===== src/rtl/serial_subtractor.sv =====
// Bit-serial subtractor: computes a - b - borrow_in one bit per clock, LSB first,
// through a single full-subtractor stage, then presents the result with a one-cycle done pulse.

module fullsubtractor_struct (
    input  logic a,
    input  logic b,
    input  logic borrow_in,
    output logic diff,
    output logic borrow_out
);

    logic ab_xor;
    logic borrow_gen;
    logic borrow_prop;

    assign ab_xor      = a ^ b;
    assign diff        = ab_xor ^ borrow_in;
    assign borrow_gen  = ~a & b;
    // An incoming borrow passes through only when the two operand bits are equal.
    assign borrow_prop = ~ab_xor & borrow_in;
    assign borrow_out  = borrow_gen | borrow_prop;

endmodule

module serial_subtractor #(
    parameter int WIDTH = 8
) (
    input  logic             clk,
    input  logic             rst_n,
    input  logic             start,
    input  logic [WIDTH-1:0] a,
    input  logic [WIDTH-1:0] b,
    input  logic             borrow_in,
    output logic             busy,
    output logic             done,
    output logic [WIDTH-1:0] diff,
    output logic             borrow_out
);

    localparam int CNT_W = $clog2(WIDTH + 1);

    typedef enum logic [1:0] {
        IDLE  = 2'd0,
        SHIFT = 2'd1,
        DONE  = 2'd2
    } state_t;

    state_t           state_reg;
    state_t           state_next;
    logic [WIDTH-1:0] a_reg;
    logic [WIDTH-1:0] b_reg;
    logic [WIDTH-1:0] res_reg;
    logic [WIDTH-1:0] diff_reg;
    logic             borrow_reg;
    logic             borrow_out_reg;
    logic [CNT_W-1:0] cnt_reg;

    logic             stage_diff;
    logic             stage_borrow;
    logic [WIDTH-1:0] res_shifted;
    logic             last_bit;

    fullsubtractor_struct u_stage (
        .a          (a_reg[0]),
        .b          (b_reg[0]),
        .borrow_in  (borrow_reg),
        .diff       (stage_diff),
        .borrow_out (stage_borrow)
    );

    // New result bit enters at the MSB so the completed word is aligned after WIDTH shifts.
    generate
        if (WIDTH == 1) begin : g_res_w1
            assign res_shifted = stage_diff;
        end else begin : g_res_wn
            assign res_shifted = {stage_diff, res_reg[WIDTH-1:1]};
        end
    endgenerate

    assign last_bit = (cnt_reg == CNT_W'(WIDTH - 1));

    always_comb begin
        state_next = state_reg;
        case (state_reg)
            IDLE:    if (start) state_next = SHIFT;
            SHIFT:   if (last_bit) state_next = DONE;
            DONE:    state_next = IDLE;
            default: state_next = IDLE;
        endcase
    end

    always_ff @(posedge clk) begin
        if (!rst_n) begin
            state_reg      <= IDLE;
            a_reg          <= '0;
            b_reg          <= '0;
            res_reg        <= '0;
            diff_reg       <= '0;
            borrow_reg     <= 1'b0;
            borrow_out_reg <= 1'b0;
            cnt_reg        <= '0;
        end else begin
            state_reg <= state_next;
            case (state_reg)
                IDLE: begin
                    if (start) begin
                        a_reg      <= a;
                        b_reg      <= b;
                        borrow_reg <= borrow_in;
                        cnt_reg    <= '0;
                    end
                end
                SHIFT: begin
                    a_reg      <= a_reg >> 1;
                    b_reg      <= b_reg >> 1;
                    res_reg    <= res_shifted;
                    borrow_reg <= stage_borrow;
                    cnt_reg    <= cnt_reg + CNT_W'(1);
                    if (last_bit) begin
                        diff_reg       <= res_shifted;
                        borrow_out_reg <= stage_borrow;
                    end
                end
                default: ;
            endcase
        end
    end

    assign busy       = (state_reg == SHIFT);
    assign done       = (state_reg == DONE);
    assign diff       = diff_reg;
    assign borrow_out = borrow_out_reg;

endmodule


===== config.mk =====
export PLATFORM = sky130hd
export DESIGN_NAME = serial_subtractor
export DESIGN_NICKNAME = d
export VERILOG_FILES = /design/src/rtl/serial_subtractor.sv
export SDC_FILE = /design/constraint.sdc
export NUM_CORES = 1
export LEC_CHECK = 0
export CAP_MARGIN = 5
export CORE_UTILIZATION = 40
export CTS_CLUSTER_SIZE = 8
export DETAILED_ROUTE_END_ITERATION = 8
export PLACE_DENSITY = 0.66
export SLEW_MARGIN = 20
export SYNTH_ARGS = -nofsm -noshare
export SYNTH_HDL_FRONTEND = slang
export SYNTH_HIERARCHICAL = 1
export SYNTH_SLANG_ARGS = --single-unit

===== constraint.sdc =====
create_clock -name clk -period 1.4 [get_ports clk]
set_input_delay 0.14 -clock clk [delete_from_list [all_inputs] [get_ports clk]]
set_output_delay 0.14 -clock clk [all_outputs]
set_load 0.01 [all_outputs]

==> reports/results.tsv, run 1 <==
stage	metric	value	unit
outcome	status	completed	
logic_synthesis	netlist_instances	193	
routing	vias	1441	
critical_path	crit_buf_inv	1	
place	placed_area	2060	µm²
routing	wire_per_inst	12.6	µm
clock_tree	hold_buffers	0	
critical_path	startpoint	diff[3]	
global_route	grt_antenna_before_repair	0	
clock_tree	cts_buffer_depth	2	
place	place_ws	0.0504	ns
critical_path	critPathKind	flop to output pin	
critical_path	r2r_slack	0.12	ns
timing	post-route-min-period	1.30	ns
critical_path	path_delay_family	buffers and inverters	
floorplanning	die_h	66.6	µm
logic_synthesis	ys_types	31	
timing	setup_slack	0.0994	ns
flow_run	drv_cap	0	
timing	finalSetupViolCount	0	
hold_path	hold_class	flop to flop	
timing	slew_violations	0	
final_layout	multi_input_area	782	µm²
floorplanning	fp.coreArea	4000	µm²
timing	fmax	769	MHz
critical_path	cp_data_required_time	1.26	ns
critical_path	worst_path_largest_cell_delay	0.53	ns
global_route	gr-total-overflow	0	
final_layout	nFillCells	388	
clock_tree	clock_latency	0.29	ns
final_layout	area_growth	31.1	%
floorplanning	boundaryPins	31	
final_layout	antenna_cells	0	
critical_path	crit_path_start_kind	flop	
global_route	grt_pass1_vias	1377	
floorplanning	start_util	0.417	
timing	hold_ws	0.460	ns
timing	rsz0062_at_grt	false	
logic_synthesis	ys_ff_latch	39	
clock_tree	cts-htree-levels	2	
logic_synthesis	ys_seq_area_frac	0.468	
final_layout	final_cell_count_no_fill	281	
floorplanning	dieArea	4430	µm²
place	placedCellCount	272	
place	dp_hpwl	2420	µm
floorplanning	die_w	66.6	µm
clock_tree	cts_root_buf	clkbuf_8	
place	portBuffers	30	
logic_synthesis	syn_area_per_cell	8.64	µm²
timing	fin_skew	0.00507	ns
clock_tree	numCtsBuffers	5	
routing	postRouteAntennaNets	0	
critical_path	crit_chain	clkdlybuf4s50_1	
final_layout	layout_commonest_cell	dfxtp_1	
final_layout	layout-drive-gt1-share	0.121	
clock_tree	clkSlewWorstSetupHoldPaths	0.08	ns
clock_tree	clock-sinks	39	
critical_path	end_kind	output pin	
timing	hold_viol_final	0	
logic_synthesis	synth_warnings	6	
logic_synthesis	netlist_area	1670	µm²
floorplanning	rows	23	
timing	finalCritPeriodShare	0.929	
hold_path	hold_start	diff[4]	
final_layout	final_cell_area	2190	µm²
timing	setup_tns	0	ns
global_route	grt_usage	0.185	
critical_path	crit_path_max_fanout	2	
clock_tree	cts_tree	yes	
power	power.density	1120	nW/µm²
global_route	grt_pass1_wl	6200	µm
final_layout	nets	252	
routing	drc	0	
timing	worstMarginPinSlew	0.446	ns
critical_path	crit_slowest_cell	clkdlybuf4s50_1	
routing	drtIter0Drc	86	
final_layout	seqCellArea	783	µm²
global_route	grt_max_degree	18	
final_layout	layout_common_cells	dfxtp_1, nand2_1, clkdlybuf4s50_1	
critical_path	worst_ep_arrival_time	1.16	ns
routing	drt-vias-per-instance	5.13	
routing	firstDrtPassIters	4	
critical_path	r2r-start	cnt_reg[1]	
logic_synthesis	synthesis.nets	215	
power	p_leak	0.840	nW
timing	relSlewSlack	0.703	
place	gp_congestion	0.763	
routing	finalWirelength	3540	µm
power	peakVddDrop	0.590	mV
[synthesized netlist by cell type]
master | count | area share
a211oi_1 | 1 | 0.0045
a21oi_1 | 22 | 0.066
a22oi_1 | 3 | 0.014
a31oi_1 | 2 | 0.0075
and3_1 | 1 | 0.0038
buf_2 | 2 | 0.0060
buf_4 | 2 | 0.0090
buf_6 | 2 | 0.014
clkbuf_1 | 7 | 0.016
clkbuf_2 | 1 | 0.0030
dfxtp_1 | 39 | 0.47
fa_1 | 1 | 0.012
ha_1 | 1 | 0.0075
inv_1 | 7 | 0.016
mux2i_1 | 9 | 0.054
nand2_1 | 34 | 0.077
nand2b_1 | 1 | 0.0038
nand2b_4 | 1 | 0.0083
nand3_1 | 2 | 0.0060
nand3b_1 | 2 | 0.0090
nand4b_4 | 1 | 0.014
nor2_1 | 16 | 0.036
nor2_4 | 1 | 0.0068
nor3_1 | 1 | 0.0030
nor3b_1 | 1 | 0.0045
o21ai_0 | 15 | 0.045
o21ba_2 | 1 | 0.0060
o21bai_1 | 1 | 0.0045
o22ai_1 | 4 | 0.015
o2bb2ai_1 | 11 | 0.058
or3_1 | 1 | 0.0038
[report_power, final]
group / switching [mW] / internal [mW]
registers: 0.0300 / 1.16
clock network: 0.398 / 0.577
logic: 0.143 / 0.141
total: 0.571 / 1.88
[per-stage QoR]
stage          utilization  power (mW)
5_1_grt              0.547        2.56
2_1_floorplan            -        1.38
3_3_place_gp         0.515        1.49
6_report             0.547        2.45
4_1_cts              0.545        2.46
3_5_place_dp         0.515        1.50
[logic make-up after synthesis]
kind of cell	count (synthesis)	share of synthesized area
fa+ha+maj	2	0.0195
buf+inv	21	0.0630
simple gates	62	0.176
mux	9	0.0540
compound gates	60	0.220
flops	39	0.468
[metal layers]
metal / vias to the layer above / track usage / part of all wire
li1: 736 / - / -
met2: 30 / 0.285 / 0.46
met3: 6 / 0.0360 / 0.026
met1: 669 / 0.245 / 0.50
met5: - / 0 / 0
met4: 0 / 0.0878 / 0.019
[final cells by class]
type	count	area share
flip-flops and latches	39	0.358
multi-input cells	133	0.358
repair buffers	44	0.190
clock buffers	6	0.0378
well taps	50	0.0286
clock inverters	2	0.0160
inverters	7	0.0120
[worst paths after layout]
check,end,cells past startpoint
worst min register to register,diff[4],2
worst min-delay path,diff[4],2
worst max-delay path,diff[3],1
worst max register to register,borrow_out,5
[timing repair]
action	CTS	global route
gates resized for setup	3	1
setup buffers	0	1
endpoints found under the setup margin	2	2
pin swaps	0	0
Note: power is estimated with default switching activity, not from simulation.
==> inputs of run 2 (changes only) <==
--- a/config.mk
+++ b/config.mk
@@ -9,7 +9,7 @@
 export CORE_UTILIZATION = 40
 export CTS_CLUSTER_SIZE = 8
 export DETAILED_ROUTE_END_ITERATION = 8
-export PLACE_DENSITY = 0.66
+export SKIP_CTS_REPAIR_TIMING = 1
 export SLEW_MARGIN = 20
 export SYNTH_ARGS = -nofsm -noshare
 export SYNTH_HDL_FRONTEND = slang
==> run 2 against run 1 <==
- sequential share of layout area is 0.20 points lower
- critical path depth stayed put
- clock skew is 0.0011 ns higher
- highest routed layer unchanged
==> reports/results.tsv, run 2 (same netlist as run 1, synthesis figures left out) <==
stage	metric	value	unit
outcome	status	completed	
routing	drc	0	
final_layout	layout_commonest_cell	dfxtp_1	
place	gp_congestion	0.723	
timing	hold_ws	0.463	ns
global_route	grt_antenna_before_repair	0	
critical_path	r2r-start	cnt_reg[0]	
floorplanning	start_util	0.417	
final_layout	final_cell_count_no_fill	278	
timing	setup_tns	0	ns
global_route	grt_max_degree	22	
final_layout	seqCellArea	783	µm²
clock_tree	clock-sinks	39	
floorplanning	dieArea	4430	µm²
timing	finalSetupViolCount	0	
timing	relSlewSlack	0.671	
floorplanning	rows	23	
routing	postRouteAntennaNets	0	
critical_path	reg2reg_depth	5	
timing	fin_skew	0.00620	ns
power	peakVddDrop	0.799	mV
power	power.density	1110	nW/µm²
final_layout	antenna_cells	0	
critical_path	crit_slowest_cell	clkdlybuf4s50_1	
critical_path	rr_endpoint	borrow_out	
timing	setup_slack	0.0851	ns
hold_path	hold_start	diff[4]	
clock_tree	numCtsBuffers	5	
timing	post-route-min-period	1.31	ns
clock_tree	clkSlewWorstSetupHoldPaths	0.07	ns
critical_path	worst_ep_arrival_time	1.17	ns
place	placedCellCount	269	
global_route	grt_usage	0.203	
global_route	gr-total-overflow	0	
routing	drt-vias-per-instance	5.24	
timing	worstMarginPinSlew	0.492	ns
timing	rsz0062_at_grt	false	
clock_tree	clock_latency	0.29	ns
critical_path	end_kind	output pin	
critical_path	crit_buf_inv	1	
final_layout	layout_common_cells	dfxtp_1, nand2_1, clkdlybuf4s50_1	
routing	wire_per_inst	13.7	µm
timing	fmax	761	MHz
final_layout	final_cell_area	2200	µm²
critical_path	critPathKind	flop to output pin	
place	place_ws	0.000514	ns
hold_path	holdPathEnd	diff[4]	
final_layout	area_growth	31.9	%
critical_path	cp_data_required_time	1.26	ns
floorplanning	die_w	66.6	µm
timing	slew_violations	0	
critical_path	r2r_slack	0.09	ns
routing	vias	1457	
clock_tree	cts_root_buf	clkbuf_8	
place	portBuffers	30	
clock_tree	cts_buffer_depth	2	
global_route	grt_pass1_wl	6750	µm
critical_path	crit_path_start_kind	flop	
clock_tree	cts_tree	yes	
critical_path	worst_path_largest_cell_delay	0.54	ns
timing	hold_viol_final	0	
timing	finalCritPeriodShare	0.939	
critical_path	crit_chain	clkdlybuf4s50_1	
clock_tree	cts-htree-levels	2	
floorplanning	boundaryPins	31	
floorplanning	die_h	66.6	µm
flow_run	drv_cap	0	
global_route	grt_pass1_vias	1456	
routing	finalWirelength	3800	µm
floorplanning	fp.coreArea	4000	µm²
final_layout	multi_input_area	785	µm²
routing	drtIter0Drc	104	
final_layout	layout-drive-gt1-share	0.114	
critical_path	path_delay_family	buffers and inverters	
hold_path	holdPathStages	2	
hold_path	hold_class	flop to flop	
place	placed_area	2050	µm²
routing	firstDrtPassIters	4	
power	p_leak	0.853	nW
final_layout	nFillCells	368	
critical_path	crit_path_max_fanout	2	
final_layout	nets	249	
place	dp_hpwl	2760	µm
==> run 2: per-stage QoR <==
stage	util	power, mW
after floorplan	-	1.38
after global placement	0.513	1.49
after detailed placement	0.513	1.50
after CTS	0.542	2.47
after global routing	0.550	2.55
final	0.550	2.43
==> run 2: how the worst max path moves through the flow <==
stage,from,endpoint,slack (ns),depth (start not counted)
after floorplan,cnt_reg[0],borrow_out,0.18,4
after global placement,start,b_reg[6],0.09,4
after detailed placement,cnt_reg[0],diff[5],0.0005,4
after CTS,state_reg[1],done,-0.26,3
after global routing,state_reg[0],a_reg[3],0.01,4
final,diff[5],diff[5],0.09,1
==> run 2: power by group <==
| group | internal [mW] | leakage [nW] | switching (mW) |
|---|---|---|---|
| Combinational | 0.143 | 0.472 | 0.145 |
| Sequential | 1.16 | 0.320 | 0.0328 |
| Clock | 0.576 | 0.0612 | 0.373 |
==> run 2: metal layers <==
| metal | wire length (µm) | vias up | track usage |
|---|---|---|---|
| met1 | 1710 | 674 | 0.238 |
| met2 | 1840 | 45 | 0.346 |
| met4 | 35 | 0 | 0.0798 |
| li1 | - | 733 | - |
| met3 | 212 | 5 | 0.0548 |
| met5 | 0 | - | 0 |
==> run 2: cell type report <==
type | count | share of cell area
repair buffers | 41 | 0.193
flip-flops and latches | 39 | 0.356
clock inverters | 2 | 0.0159
multi-input cells | 133 | 0.357
clock buffers | 6 | 0.0375
well taps | 50 | 0.0284
inverters | 7 | 0.0119
